File: src/rtl/mem_access_unit_if.sv
// Request/response handshake and unified-memory port bundle for mem_access_unit.
// master = control FSM plus memory model side; slave = the sequencer itself.
interface mem_access_unit_if #(
  parameter int unsigned AddrW = 32
);
  logic             req_valid;
  logic             req_ready;
  logic [AddrW-1:0] req_addr;
  logic             req_we;
  logic [1:0]       req_size;
  logic             req_unsigned;
  logic [31:0]      req_wdata;

  logic             rsp_valid;
  logic [31:0]      rsp_data;
  logic             rsp_misalign;

  logic [AddrW-1:0] mem_addr;
  logic             mem_rd_en;
  logic             mem_wr_en;
  logic [3:0]       mem_be;
  logic [31:0]      mem_wdata;
  logic [31:0]      mem_rdata;

  modport master (
    output req_valid, req_addr, req_we, req_size, req_unsigned, req_wdata, mem_rdata,
    input  req_ready, rsp_valid, rsp_data, rsp_misalign,
    input  mem_addr, mem_rd_en, mem_wr_en, mem_be, mem_wdata
  );

  modport slave (
    input  req_valid, req_addr, req_we, req_size, req_unsigned, req_wdata, mem_rdata,
    output req_ready, rsp_valid, rsp_data, rsp_misalign,
    output mem_addr, mem_rd_en, mem_wr_en, mem_be, mem_wdata
  );
endinterface

File: src/rtl/mem_access_unit.sv
// Multicycle memory port sequencer: one load/store per request to a 1-cycle-latency memory.
// Define MISALIGN_TRAP_EN to report misaligned accesses instead of silently aligning them.
module mem_access_unit #(
  parameter int unsigned AddrW = 32
) (
  input logic              clk,
  input logic              rst_n,
  mem_access_unit_if.slave bus
);

  typedef enum logic [1:0] {StIdle, StAccess, StData, StResp} state_e;

  state_e           state_q, state_d;
  logic [AddrW-1:0] addr_q, addr_d;
  logic             we_q, we_d;
  logic [1:0]       size_q, size_d;
  logic             uns_q, uns_d;
  logic [31:0]      wdata_q, wdata_d;
  logic [31:0]      rsp_data_q, rsp_data_d;
  logic [AddrW-1:0] acc_addr;
  logic             mis_req;
  logic [31:0]      shifted;
  logic [31:0]      load_data;
  logic [3:0]       be;

`ifdef MISALIGN_TRAP_EN
  logic mis_q, mis_d;

  always_comb begin
    acc_addr = bus.req_addr;
    mis_req  = ((bus.req_size == 2'b01) & bus.req_addr[0]) |
               (bus.req_size[1] & (|bus.req_addr[1:0]));
  end
`else
  // Without the trap, misaligned requests are quietly rounded down to natural alignment.
  always_comb begin
    acc_addr = bus.req_addr;
    mis_req  = 1'b0;
    if (bus.req_size == 2'b01) acc_addr[0] = 1'b0;
    if (bus.req_size[1])       acc_addr[1:0] = 2'b00;
  end
`endif

  always_comb begin
    shifted = bus.mem_rdata >> {addr_q[1:0], 3'b000};
    case (size_q)
      2'b00:   load_data = uns_q ? {24'h0, shifted[7:0]}  : {{24{shifted[7]}}, shifted[7:0]};
      2'b01:   load_data = uns_q ? {16'h0, shifted[15:0]} : {{16{shifted[15]}}, shifted[15:0]};
      default: load_data = shifted;
    endcase
  end

  always_comb begin
    case (size_q)
      2'b00:   be = 4'b0001 << addr_q[1:0];
      2'b01:   be = 4'b0011 << {addr_q[1], 1'b0};
      default: be = 4'b1111;
    endcase
  end

  always_comb begin
    state_d    = state_q;
    addr_d     = addr_q;
    we_d       = we_q;
    size_d     = size_q;
    uns_d      = uns_q;
    wdata_d    = wdata_q;
    rsp_data_d = rsp_data_q;
`ifdef MISALIGN_TRAP_EN
    mis_d      = mis_q;
`endif
    unique case (state_q)
      StIdle: begin
        if (bus.req_valid) begin
          addr_d  = acc_addr;
          we_d    = bus.req_we;
          size_d  = bus.req_size;
          uns_d   = bus.req_unsigned;
          wdata_d = bus.req_wdata;
`ifdef MISALIGN_TRAP_EN
          mis_d   = mis_req;
`endif
          if (mis_req) begin
            rsp_data_d = 32'h0;
            state_d    = StResp;
          end else begin
            state_d = StAccess;
          end
        end
      end
      StAccess: begin
        if (we_q) begin
          rsp_data_d = 32'h0;
          state_d    = StResp;
        end else begin
          state_d = StData;
        end
      end
      StData: begin
        rsp_data_d = load_data;
        state_d    = StResp;
      end
      StResp: state_d = StIdle;
      default: state_d = StIdle;
    endcase
  end

  always_ff @(posedge clk or negedge rst_n) begin
    if (!rst_n) begin
      state_q    <= StIdle;
      addr_q     <= '0;
      we_q       <= 1'b0;
      size_q     <= 2'b00;
      uns_q      <= 1'b0;
      wdata_q    <= 32'h0;
      rsp_data_q <= 32'h0;
`ifdef MISALIGN_TRAP_EN
      mis_q      <= 1'b0;
`endif
    end else begin
      state_q    <= state_d;
      addr_q     <= addr_d;
      we_q       <= we_d;
      size_q     <= size_d;
      uns_q      <= uns_d;
      wdata_q    <= wdata_d;
      rsp_data_q <= rsp_data_d;
`ifdef MISALIGN_TRAP_EN
      mis_q      <= mis_d;
`endif
    end
  end

  // Strobes decode straight from state so an async reset kills them at once.
  always_comb begin
    bus.req_ready = (state_q == StIdle);
    bus.rsp_valid = (state_q == StResp);
    bus.rsp_data  = rsp_data_q;
`ifdef MISALIGN_TRAP_EN
    bus.rsp_misalign = (state_q == StResp) & mis_q;
`else
    bus.rsp_misalign = 1'b0;
`endif
    bus.mem_addr  = {addr_q[AddrW-1:2], 2'b00};
    bus.mem_rd_en = (state_q == StAccess) & ~we_q;
    bus.mem_wr_en = (state_q == StAccess) & we_q;
    bus.mem_be    = bus.mem_wr_en ? be : 4'b0000;
    case (size_q)
      2'b00:   bus.mem_wdata = {4{wdata_q[7:0]}};
      2'b01:   bus.mem_wdata = {2{wdata_q[15:0]}};
      default: bus.mem_wdata = wdata_q;
    endcase
  end

endmodule
File: src/flat_wrapper.sv
// flat-port wrapper written by rule: the top's interface ports become plain ports
module mem_access_unit_flat 
#(
  parameter int unsigned AddrW = 32
)
  (clk, rst_n, bus_req_valid, bus_req_addr, bus_req_we, bus_req_size, bus_req_unsigned, bus_req_wdata, bus_mem_rdata, bus_req_ready, bus_rsp_valid, bus_rsp_data, bus_rsp_misalign, bus_mem_addr, bus_mem_rd_en, bus_mem_wr_en, bus_mem_be, bus_mem_wdata);
  mem_access_unit_if #(.AddrW(AddrW)) bus_i ();
  input logic clk;
  input logic rst_n;
  input wire logic [$bits(bus_i.req_valid)-1:0] bus_req_valid;
  input wire logic [$bits(bus_i.req_addr)-1:0] bus_req_addr;
  input wire logic [$bits(bus_i.req_we)-1:0] bus_req_we;
  input wire logic [$bits(bus_i.req_size)-1:0] bus_req_size;
  input wire logic [$bits(bus_i.req_unsigned)-1:0] bus_req_unsigned;
  input wire logic [$bits(bus_i.req_wdata)-1:0] bus_req_wdata;
  input wire logic [$bits(bus_i.mem_rdata)-1:0] bus_mem_rdata;
  output wire logic [$bits(bus_i.req_ready)-1:0] bus_req_ready;
  output wire logic [$bits(bus_i.rsp_valid)-1:0] bus_rsp_valid;
  output wire logic [$bits(bus_i.rsp_data)-1:0] bus_rsp_data;
  output wire logic [$bits(bus_i.rsp_misalign)-1:0] bus_rsp_misalign;
  output wire logic [$bits(bus_i.mem_addr)-1:0] bus_mem_addr;
  output wire logic [$bits(bus_i.mem_rd_en)-1:0] bus_mem_rd_en;
  output wire logic [$bits(bus_i.mem_wr_en)-1:0] bus_mem_wr_en;
  output wire logic [$bits(bus_i.mem_be)-1:0] bus_mem_be;
  output wire logic [$bits(bus_i.mem_wdata)-1:0] bus_mem_wdata;
  assign bus_i.req_valid = bus_req_valid;
  assign bus_i.req_addr = bus_req_addr;
  assign bus_i.req_we = bus_req_we;
  assign bus_i.req_size = bus_req_size;
  assign bus_i.req_unsigned = bus_req_unsigned;
  assign bus_i.req_wdata = bus_req_wdata;
  assign bus_i.mem_rdata = bus_mem_rdata;
  assign bus_req_ready = bus_i.req_ready;
  assign bus_rsp_valid = bus_i.rsp_valid;
  assign bus_rsp_data = bus_i.rsp_data;
  assign bus_rsp_misalign = bus_i.rsp_misalign;
  assign bus_mem_addr = bus_i.mem_addr;
  assign bus_mem_rd_en = bus_i.mem_rd_en;
  assign bus_mem_wr_en = bus_i.mem_wr_en;
  assign bus_mem_be = bus_i.mem_be;
  assign bus_mem_wdata = bus_i.mem_wdata;
  mem_access_unit #(.AddrW(AddrW)) u_core (.clk(clk), .rst_n(rst_n), .bus(bus_i));
endmodule
File: config.mk
export PLATFORM = sky130hd
export DESIGN_NAME = mem_access_unit_flat
export DESIGN_NICKNAME = d
export VERILOG_FILES = /design/src/rtl/mem_access_unit_if.sv /design/src/rtl/mem_access_unit.sv /design/src/flat_wrapper.sv
export SDC_FILE = /design/constraint.sdc
export NUM_CORES = 1
export LEC_CHECK = 0
export ABC_AREA = 1
export BUFFER_PORTS_ARGS = -buffer_cell sky130_fd_sc_hd__buf_2
export CAP_MARGIN = 20
export CORE_UTILIZATION = 40
export DETAILED_ROUTE_END_ITERATION = 7
export GPL_TIMING_DRIVEN = 0
export PLACE_DENSITY = 0.67
export SYNTH_ARGS = -nofsm -noshare
export SYNTH_HDL_FRONTEND = slang
export SYNTH_SLANG_ARGS = --single-unit
File: constraint.sdc
create_clock -name clk -period 4.6 [get_ports clk]
set_clock_uncertainty 0.05 [all_clocks]
set_input_delay 0.46 -clock clk [delete_from_list [all_inputs] [get_ports clk]]
set_output_delay 0.46 -clock clk [all_outputs]
set_load 0.02 [all_outputs]
==> out/summary.txt <==
status = complete, no violations
CP Cell Sequence = buf_4, clkbuf_1, o21ai_0, a21oi_1, buf_2
GRT Residual Overflow = 0
routed via count = 5226
Power, Total = 5.37 mW
Setup TNS = 0 ns
Sink Count = 102
synthesized area per cell = 7.55 µm²
met3 wire length = 1450 µm
vias in the first global route = 4968
Area contributors post-synth = dfrtp_1 (47%), nand2_1 (27%), buf_4 (5.8%)
Clk Latency, worst-skew pair = 0.35 ns
Clk Tree Root Cell = clkbuf_16
maximum clock rate = 0.425 GHz
LEAKAGE = 4.10 nW
drt drc = 0
Distinct cells, synth = 28
first-pass GRT wire length = 24700 µm
fraction of layout cells with a size suffix above 1 = 0.330
wl on met1 = 6570 µm
core footprint = 0.0132 mm²
area grow syn2layout = 28.6%
Gates resized, CTS repair = 0
area fraction of the dominant cell type after synthesis = 0.472
Power Density = 772 mW/mm²
CP required = 4.09 ns
CTS tree = yes
Via-to-Cell Ratio = 4.68
hold buffers post-CTS = 0
fin cells = 1117
relative slew slack = 0.451
synthesized flop and latch total = 102
crit share post-route = 0.511
Setup WS pre-CTS = 2.61 ns
largest area contributor in the netlist = dfrtp_1
DP HPWL = 11600 µm
slowest stage delay, CP = 0.40 ns
First-pass DRT Iterations = 5
WL/cell = 13.8 µm
worst vdd ir = 363 µV
Port Buf Inserts = 204
met2 wire len = 7110 µm
max-slew violation count = 0
CTS buffer count = 9
Final setup viols = 0
H-tree Lvls = 3
pin count of the biggest net entering global routing = 61
final core utilization = 0.525
HP Class = input pin to async pin
antenna-violating nets left = 0
actual slew at the worst max-slew pin = 0.824 ns
CP max stage cell = clkbuf_1
Die W = 118 µm
CP Capture Type = primary output
critical-path maximum fanout = 10
post-route minimum period = 2.35 ns
die area = 0.0140 mm²
RD Place Congestion = 0.958
die height = 118 µm
Initial Utilization = 0.409
Max-Cap Viols = 0
placed cell count = 1100
unrepaired setup endpoints after global routing = no
Post-Syn Area = 0.00541 mm²
1st-iter DRT viols = 338
synthesized instance count = 717
Seq/Total Area, Yosys = 0.472
Final Hold Fails = 0
Setup WS post-layout = 2.25 ns
Routed WL = 15400 µm
Reg clk slew, reported paths = 0.07 ns
YS warnings = 0
initial antenna violation count = 2
crit start category = register
CP Class = register to primary output
Fill cells = 1369
CTS Buffer Depth = 2
highest routed layer = met5
IO Count = 208
Cell Rows = 42
post-CTS repair timing setup buffer count = 0
Final #Nets = 1042
Crit path arrival time = 1.84 ns
GRT Total Usage = 0.227
==> where the power goes <==
| group | internal (mW) | switching [mW] | leakage (nW) |
|---|---|---|---|
| clock | 0.371 | 0.343 | 0.128 |
| sequential | 1.32 | 0.248 | 1.28 |
| combinational | 1.12 | 1.97 | 2.70 |
==> kinds of logic (layout without fill, tap and decap cells) <==
kind of cell	count (synthesis)	in the layout	synth area share
flip-flops	102	102	0.472
AND/OR/NAND/NOR	448	448	0.340
adder cells (fa/ha/maj)	4	4	0.00925
buffers and inverters	103	324	0.116
other	1	4	0.000693
AO/OA/AOI/OAI	59	59	0.0622
==> worst paths after layout <==
| path | start | endpoint | slack (ns) | cells past startpoint |
|---|---|---|---|---|
| worst max register to register | u_core.state_q[0] | u_core.wdata_q[24] | 2.60 | 7 |
| worst min register to register | u_core.bus.rsp_data[7] | u_core.bus.rsp_data[7] | 0.42 | 2 |
| worst min-delay path | rst_n | u_core.bus.rsp_data[18] | 0.13 | 1 |
| worst max-delay path | u_core.addr_q[0] | bus_mem_be[1] | 2.25 | 5 |
| min in group clk | bus_req_wdata[18] | u_core.wdata_q[18] | 0.24 | 3 |
| max in group asynchronous | rst_n | u_core.addr_q[24] | 3.69 | 2 |
==> per-stage QoR <==
stage                     area [µm²]  hold slack, ns
final                           6960           0.133
after global routing            6960           0.200
after CTS                       6960           0.176
after detailed placement        6690           0.410
after global placement          6660           0.409
after floorplan                 5420           0.114
==> cell usage after synthesis, drive strengths merged <==
cell type,instances
o211ai,14
inv,23
o21a,1
o21ai,19
nand2,402
dfrtp,102
a21oi,24
nand3,39
o32ai,1
conb,1
ha,4
buf,65
clkbuf,15
nor2,7
==> cell usage in the layout, fill, tap and decap left out, types with 2 or more instances in the layout <==
master | netlist | layout
inv_2 | 6 | 6
o21ai_1 | 8 | 8
inv_6 | 0 | 2
conb_1 | 1 | 3
nand2_1 | 388 | 388
nor2_4 | 2 | 2
dfrtp_1 | 102 | 102
ha_1 | 4 | 4
buf_2 | 16 | 219
nand3_4 | 2 | 2
nand3_1 | 35 | 35
nand3_2 | 2 | 2
a21oi_1 | 24 | 24
buf_4 | 42 | 43
buf_6 | 4 | 4
inv_1 | 15 | 15
nor2_1 | 4 | 4
o21ai_0 | 11 | 11
buf_1 | 2 | 2
clkbuf_1 | 15 | 18
o211ai_1 | 14 | 14
nand2_4 | 2 | 2
clkbuf_16 | 0 | 9
nand2_2 | 12 | 12
==> sequential cells by signal, indices dropped and copies added (netlist names) <==
| name | count |
|---|---|
| u_core.state_q | 2 |
| u_core.addr_q | 32 |
| u_core.we_q | 1 |
| u_core.wdata_q | 32 |
| u_core.bus.rsp_data | 32 |
| u_core.size_q | 2 |
| u_core.uns_q | 1 |
==> layout make-up <==
cell class	instances	area, µm²	area share
sequential	102	2550	0.367
multi-input combinational	514	2240	0.322
buffer	80	524	0.0753
clock inverter	4	30.0	0.00432
timing repair buffer	205	1050	0.151
antenna	1	2.50	0.000360
tap	176	220	0.0316
clock buffer	12	236	0.0340
inverter	23	101	0.0146
==> layer usage <==
metal | up-vias | GRT usage
met2 | 213 | 0.364
met1 | 2364 | 0.288
li1 | 2628 | -
met5 | - | 0
met3 | 19 | 0.0690
met4 | 2 | 0.0833
==> critical path: cells and delay by family, from the launching register on <==
kind,cells,cell delay (ns)
compound gates,2,0.40
flops,1,0.33
buf+inv,3,0.75
Note: power is estimated with default switching activity, not from simulation.
